===== config.mk =====
export PLATFORM = sky130hd
export DESIGN_NAME = y86_mem_stage_flat
export DESIGN_NICKNAME = d
export VERILOG_FILES = /design/src/rtl/y86_mem_stage_if.sv /design/src/rtl/y86_mem_stage.sv /design/src/flat_wrapper.sv
export SDC_FILE = /design/constraint.sdc
export NUM_CORES = 1
export LEC_CHECK = 0
export ABC_AREA = 0
export BUFFER_PORTS_ARGS = -buffer_cell sky130_fd_sc_hd__buf_2
export CORE_AREA = 10 10 231 233
export DETAILED_ROUTE_END_ITERATION = 12
export DIE_AREA = 0 0 241 243
export PLACE_DENSITY = 0.46
export SLEW_MARGIN = 5
export SYNTH_ARGS = -nofsm -noshare
export SYNTH_HDL_FRONTEND = slang
export SYNTH_SLANG_ARGS = --single-unit

===== constraint.sdc =====
create_clock -name clk -period 3.9 [get_ports clk]
set_input_delay 0.195 -clock clk [delete_from_list [all_inputs] [get_ports clk]]
set_output_delay 0.195 -clock clk [all_outputs]
set_load 0.02 [all_outputs]

===== src/rtl/y86_mem_stage_if.sv =====
// Data-memory bus between the Y86-64 M stage and data_mem.
// The M stage drives addresses and controls; data_mem returns read data.
interface y86_mem_stage_if;
    logic [63:0] mem_read_addr;
    logic [63:0] mem_write_addr;
    logic [63:0] mem_write_bytes;
    logic        mem_read;
    logic        mem_write;
    logic [63:0] mem_read_bytes;

    modport master (
        output mem_read_addr,
        output mem_write_addr,
        output mem_write_bytes,
        output mem_read,
        output mem_write,
        input  mem_read_bytes
    );

    modport slave (
        input  mem_read_addr,
        input  mem_write_addr,
        input  mem_write_bytes,
        input  mem_read,
        input  mem_write,
        output mem_read_bytes
    );
endinterface


===== src/rtl/y86_mem_stage.sv =====
// Y86-64 memory stage: E->M register, data_mem control, range check,
// and M->W register. Stores are suppressed once a fault reaches M or W.
module y86_mem_stage #(
    parameter int DATA_MEM_SIZE = 1024
) (
    input  logic                   clk,
    input  logic                   rst,
    input  logic                   m_stall,
    input  logic                   m_bubble,
    input  logic [3:0]             e_stat,
    input  logic [3:0]             e_icode,
    input  logic [63:0]            e_valE,
    input  logic [63:0]            e_valA,
    input  logic [3:0]             e_dstE,
    input  logic [3:0]             e_dstM,
    y86_mem_stage_if.master        dmem,
    output logic [3:0]             m_stat_out,
    output logic [63:0]            m_valM,
    output logic [3:0]             w_stat,
    output logic [3:0]             w_icode,
    output logic [63:0]            w_valE,
    output logic [63:0]            w_valM,
    output logic [3:0]             w_dstE,
    output logic [3:0]             w_dstM,
    output logic                   halted
);
    localparam logic [3:0] S_AOK = 4'd1;
    localparam logic [3:0] S_ADR = 4'd3;
    localparam logic [3:0] I_NOP = 4'h1;
    localparam logic [3:0] R_NONE = 4'hF;
    localparam logic [63:0] MAX_ADDR = 64'(DATA_MEM_SIZE - 8);

    typedef struct packed {
        logic [3:0]  stat;
        logic [3:0]  icode;
        logic [63:0] valE;
        logic [63:0] valA;
        logic [3:0]  dstE;
        logic [3:0]  dstM;
    } m_reg_t;

    typedef struct packed {
        logic [3:0]  stat;
        logic [3:0]  icode;
        logic [63:0] valE;
        logic [63:0] valM;
        logic [3:0]  dstE;
        logic [3:0]  dstM;
    } w_reg_t;

    localparam m_reg_t M_BUBBLE = '{S_AOK, I_NOP, 64'd0, 64'd0, R_NONE, R_NONE};
    localparam w_reg_t W_BUBBLE = '{S_AOK, I_NOP, 64'd0, 64'd0, R_NONE, R_NONE};

    m_reg_t      m_q, m_d;
    w_reg_t      w_q, w_d;
    logic        wr_dec, rd_dec;
    logic        dmem_error;
    logic        rd_en;
    logic [63:0] addr;

    always_comb begin
        wr_dec = 1'b0;
        rd_dec = 1'b0;
        unique case (m_q.icode)
            4'h4, 4'hA, 4'h8: wr_dec = 1'b1;
            4'h5, 4'hB, 4'h9: rd_dec = 1'b1;
            default: ;
        endcase
    end

    // popq/ret address through the old stack pointer carried in valA
    assign addr = (m_q.icode == 4'hB || m_q.icode == 4'h9) ? m_q.valA : m_q.valE;
    assign dmem_error = (rd_dec || wr_dec) && (addr > MAX_ADDR);
    assign m_stat_out = (m_q.stat == S_AOK && dmem_error) ? S_ADR : m_q.stat;
    assign rd_en = rd_dec && !dmem_error;
    assign m_valM = rd_en ? dmem.mem_read_bytes : 64'd0;

    assign dmem.mem_read_addr   = addr;
    assign dmem.mem_write_addr  = addr;
    assign dmem.mem_write_bytes = m_q.valA;
    assign dmem.mem_read        = rd_en;
    assign dmem.mem_write       = wr_dec && m_stat_out == S_AOK && w_q.stat == S_AOK;

    always_comb begin
        m_d = m_q;
        if (m_bubble) begin
            m_d = M_BUBBLE;
        end else if (!m_stall) begin
            m_d = '{e_stat, e_icode, e_valE, e_valA, e_dstE, e_dstM};
        end
    end

    // W freezes on the faulting instruction so its status stays visible
    always_comb begin
        w_d = w_q;
        if (!halted) begin
            w_d = '{m_stat_out, m_q.icode, m_q.valE, m_valM, m_q.dstE, m_q.dstM};
        end
    end

    always_ff @(posedge clk) begin
        if (rst) begin
            m_q <= M_BUBBLE;
            w_q <= W_BUBBLE;
        end else begin
            m_q <= m_d;
            w_q <= w_d;
        end
    end

    assign w_stat  = w_q.stat;
    assign w_icode = w_q.icode;
    assign w_valE  = w_q.valE;
    assign w_valM  = w_q.valM;
    assign w_dstE  = w_q.dstE;
    assign w_dstM  = w_q.dstM;
    assign halted  = (w_q.stat != S_AOK);
endmodule

===== src/flat_wrapper.sv =====
// flat-port wrapper written by rule: the top's interface ports become plain ports
module y86_mem_stage_flat 
#(
    parameter int DATA_MEM_SIZE = 1024
)
  (clk, rst, m_stall, m_bubble, e_stat, e_icode, e_valE, e_valA, e_dstE, e_dstM, m_stat_out, m_valM, w_stat, w_icode, w_valE, w_valM, w_dstE, w_dstM, halted, dmem_mem_read_addr, dmem_mem_write_addr, dmem_mem_write_bytes, dmem_mem_read, dmem_mem_write, dmem_mem_read_bytes);
  y86_mem_stage_if dmem_i ();
  input  logic clk;
  input  logic rst;
  input  logic m_stall;
  input  logic m_bubble;
  input  logic [3:0] e_stat;
  input  logic [3:0] e_icode;
  input  logic [63:0] e_valE;
  input  logic [63:0] e_valA;
  input  logic [3:0] e_dstE;
  input  logic [3:0] e_dstM;
  output logic [3:0] m_stat_out;
  output logic [63:0] m_valM;
  output logic [3:0] w_stat;
  output logic [3:0] w_icode;
  output logic [63:0] w_valE;
  output logic [63:0] w_valM;
  output logic [3:0] w_dstE;
  output logic [3:0] w_dstM;
  output logic halted;
  output wire logic [$bits(dmem_i.mem_read_addr)-1:0] dmem_mem_read_addr;
  output wire logic [$bits(dmem_i.mem_write_addr)-1:0] dmem_mem_write_addr;
  output wire logic [$bits(dmem_i.mem_write_bytes)-1:0] dmem_mem_write_bytes;
  output wire logic [$bits(dmem_i.mem_read)-1:0] dmem_mem_read;
  output wire logic [$bits(dmem_i.mem_write)-1:0] dmem_mem_write;
  input wire logic [$bits(dmem_i.mem_read_bytes)-1:0] dmem_mem_read_bytes;
  assign dmem_mem_read_addr = dmem_i.mem_read_addr;
  assign dmem_mem_write_addr = dmem_i.mem_write_addr;
  assign dmem_mem_write_bytes = dmem_i.mem_write_bytes;
  assign dmem_mem_read = dmem_i.mem_read;
  assign dmem_mem_write = dmem_i.mem_write;
  assign dmem_i.mem_read_bytes = dmem_mem_read_bytes;
  y86_mem_stage #(.DATA_MEM_SIZE(DATA_MEM_SIZE)) u_core (.clk(clk), .rst(rst), .m_stall(m_stall), .m_bubble(m_bubble), .e_stat(e_stat), .e_icode(e_icode), .e_valE(e_valE), .e_valA(e_valA), .e_dstE(e_dstE), .e_dstM(e_dstM), .dmem(dmem_i), .m_stat_out(m_stat_out), .m_valM(m_valM), .w_stat(w_stat), .w_icode(w_icode), .w_valE(w_valE), .w_valM(w_valM), .w_dstE(w_dstE), .w_dstM(w_dstM), .halted(halted));
endmodule

==> results_dict.tcl <==
set metrics [dict create \
    grtUsageTotal 0.1866 \
    startpoint "u_core.dmem.mem_write_bytes[10]" \
    netlist.area_leader.share 0.4589 \
    timing.rr.start "u_core.m_q[139]" \
    chipHeight_um 243 \
    synth_enable_flop_cells 0 \
    floorplan.die.width_um 241 \
    flow.area_growth_from_synthesis_pct 47.85 \
    number_of_distinct_library_cells_after_synthesis 35 \
    detail_route.drc_violations 0 \
    worst_clock_skew_ns 0.01764 \
    cp_data_required_time_ns 3.70 \
    report.final.hold_viol_count 0 \
    layout.nets 2364 \
    critPathArrivalTime_ns 3.24 \
    setup.worst_path.start_class "register" \
    hold_path.startpoint "m_bubble" \
    clkLatencyLatePin_ns 0.55 \
    number_of_antenna_violations_at_the_first_check_in_global_routing 1 \
    syn_inst 1497 \
    synth_most_common_cell "sky130_fd_sc_hd__nand2_1" \
    grt_setup_unrepaired "no" \
    worst_slew_margin_rel 0.3411 \
    timing.final.max_slew_violations 0 \
    cellPowerDensity_mw_per_mm2 415.4 \
    synth.avg_cell_area_um2 8.392 \
    syn_area_mm2 0.01256 \
    final_area_mm2 0.01858 \
    first_pass_grt_wire_length_um 83570 \
    num_io_pins 619 \
    postSynth.asyncResetShare 0 \
    floorplan.die_area_mm2 0.05856 \
    clock-root-buffer "sky130_fd_sc_hd__clkbuf_16" \
    multi_input_area_mm2 0.005161 \
    total_of_flip_flops_plus_latches_after_synthesis 288 \
    post-cts-setup-buffers 0 \
    outcome "finished clean" \
    grt_start_max_net_pins 82 \
    layout.filler_cells 5051 \
    final_layout_size_suffix_gt1_frac 0.3318 \
    postSynth.topFlopCell "sky130_fd_sc_hd__dfxtp_1" \
    tritoncts_buffer_count 37 \
    coreArea_mm2 0.04865 \
    cts_resized 0 \
    ant_nets 0 \
    initial_core_util 0.2583 \
    ys_top_cells_by_area "sky130_fd_sc_hd__dfxtp_1 (46%), sky130_fd_sc_hd__mux2i_1 (11%), sky130_fd_sc_hd__nand2_1 (11%), sky130_fd_sc_hd__buf_4 (7.6%), sky130_fd_sc_hd__a22o_1 (4.5%)" \
    dp_worst_setup_slack_ns 1.005 \
    min_period_over_period 0.8802 \
    drt_iter0_drc 667 \
    drt-total-wl_um 57230 \
    diodes 0 \
    ctsHoldBuffers 208 \
    placed_area_mm2 0.01527 \
    grt-ovfl-total 0 \
    dr.pass1.iters 5 \
    tritoncts "yes" \
    post_layout_min_period_ns 3.433 \
    cp_max_fo 68 \
    yosysWarningCount 0 \
    placementRows 81 \
    synth-seq-area-share 0.4589 \
    finalSetupViolCount 0 \
    number_of_maximum_capacitance_violations 0 \
    syn_nets 1709 \
    seqCellArea_mm2 0.005766 \
    tritoncts_num_sinks 288 \
    num_vias 12493 \
    ir_drop_uv 260.8 \
    via_count_of_the_first_global_routing_pass 12697 \
    ys_top_cells_by_count "sky130_fd_sc_hd__nand2_1 (353), sky130_fd_sc_hd__dfxtp_1 (288), sky130_fd_sc_hd__nor2_1 (149)" \
    timing_worst_slew_pin_value_ns 0.9883 \
    vias_per_cell 4.460 \
    post_drt_wl_per_cell_um 20.43 \
    io_buffers 618 \
    htree_num_levels 2 \
    min_path_type "in -> reg" \
    timing.setup.critical_path_class "reg -> out" \
    summed_negative_setup_slack_over_all_endpoints_ns 0 \
    maxClockFrequency_ghz 0.2913 \
    path_clk_slew_ns 0.06 \
    final_critical_path_setup_slack_ns 0.4671 \
    clock_tree.buffer_depth 3 \
    place.gp.congestion 0.8295 \
    synth_top_cell_by_area "sky130_fd_sc_hd__dfxtp_1" \
    static-leakage-power_nw 9.439 \
    worstSetupEndpointType "output port" \
    hpwl_after_detailed_placement_um 42900 \
]
## sequential cells by signal, summed over array words and instances, names as in the netlist
name / flops
u_core.dmem.mem_write_bytes: 64
u_core.m_q: 80
u_core.w_dstE: 4
u_core.w_dstM: 4
u_core.w_icode: 4
u_core.w_stat: 4
u_core.w_valE: 64
u_core.w_valM: 64
## metal layers
metal  part of all wire  wire [um]  global-route usage  up-vias
met5                  0          0                   0        -
met4              0.024       1346             0.05585        0
met3              0.058       3346             0.03853       72
met2               0.49      28060              0.3190      384
met1               0.43      24480              0.2300     5925
li1                   -          -                   -     6112
## power breakdown
part	internal [mW]	switching [mW]
sequential	3.03	0.0809
combinational	0.450	0.690
clock	2.12	1.34
total	5.60	2.12
## cells by family (layout without fill, tap and decap cells)
| kind of cell | after synthesis | in the layout | share of synthesized area |
|---|---|---|---|
| and+or+nand+nor | 626 | 626 | 0.2142 |
| buffers and inverters | 295 | 977 | 0.1330 |
| DFF | 288 | 288 | 0.4589 |
| muxes | 145 | 145 | 0.1156 |
| AOI/OAI and AO/OA | 143 | 143 | 0.07828 |
## layout make-up
type	instances	area share
clock buffers	56	0.05853
multi-input cells	914	0.2779
well taps	622	0.04190
flip-flops and latches	288	0.3104
clock inverters	10	0.007477
inverters	65	0.01320
repair buffers	846	0.2907
## critical path, stage by stage, from the launching register on
cell and delay [ns]:
sky130_fd_sc_hd__dfxtp_1 0.34, sky130_fd_sc_hd__nor4_1 0.61, sky130_fd_sc_hd__nand4_1 0.32, sky130_fd_sc_hd__o22ai_1 0.49
sky130_fd_sc_hd__o211ai_4 0.15, sky130_fd_sc_hd__buf_12 0.21, sky130_fd_sc_hd__nor4_2 0.28, sky130_fd_sc_hd__buf_2 0.21
## worst paths after layout
kind / to / slack, ns / cells after the start
worst max-delay path: dmem_mem_write / 0.47 / 7
worst min-delay path: u_core.m_q[2] / 0.05 / 3
worst max register to register: u_core.w_valM[7] / 1.14 / 7
worst min register to register: u_core.w_valE[27] / 0.45 / 2
## metrics by stage
step	util	cells	power [mW]	hold WS, ns
final	0.3818	2801	7.716	0.04652
after detailed placement	0.3138	2527	4.151	0.4089
after global routing	0.3818	2801	8.045	0.04006
after CTS	0.3818	2801	7.838	0.02181
after floorplan	-	1497	3.754	0.3201
after global placement	0.3138	2527	4.149	0.4039
## cells in the final DEF, fill, tap and decap left out, types with 2 or more instances in the layout
master                            n
sky130_fd_sc_hd__dlygate4sd3_1  208
sky130_fd_sc_hd__clkbuf_8        10
sky130_fd_sc_hd__nand3_1          2
sky130_fd_sc_hd__nand3b_1         9
sky130_fd_sc_hd__buf_2          616
sky130_fd_sc_hd__clkbuf_1        10
sky130_fd_sc_hd__nor3_1          52
sky130_fd_sc_hd__nor2_1         147
sky130_fd_sc_hd__nor4_1          23
sky130_fd_sc_hd__clkbuf_16       37
sky130_fd_sc_hd__or4_1            2
sky130_fd_sc_hd__dfxtp_1        288
sky130_fd_sc_hd__nor2_4           2
sky130_fd_sc_hd__mux2i_1        144
sky130_fd_sc_hd__nor3_2          18
sky130_fd_sc_hd__nand2b_1         2
sky130_fd_sc_hd__a21oi_1         71
sky130_fd_sc_hd__buf_12           5
sky130_fd_sc_hd__nand2_1        353
sky130_fd_sc_hd__nand4_1         10
sky130_fd_sc_hd__bufinv_16        3
sky130_fd_sc_hd__a22o_1          64
sky130_fd_sc_hd__inv_1           64
sky130_fd_sc_hd__inv_6            3
sky130_fd_sc_hd__clkinv_2         4
sky130_fd_sc_hd__buf_4           16
Power figures use the tool's default switching activity.
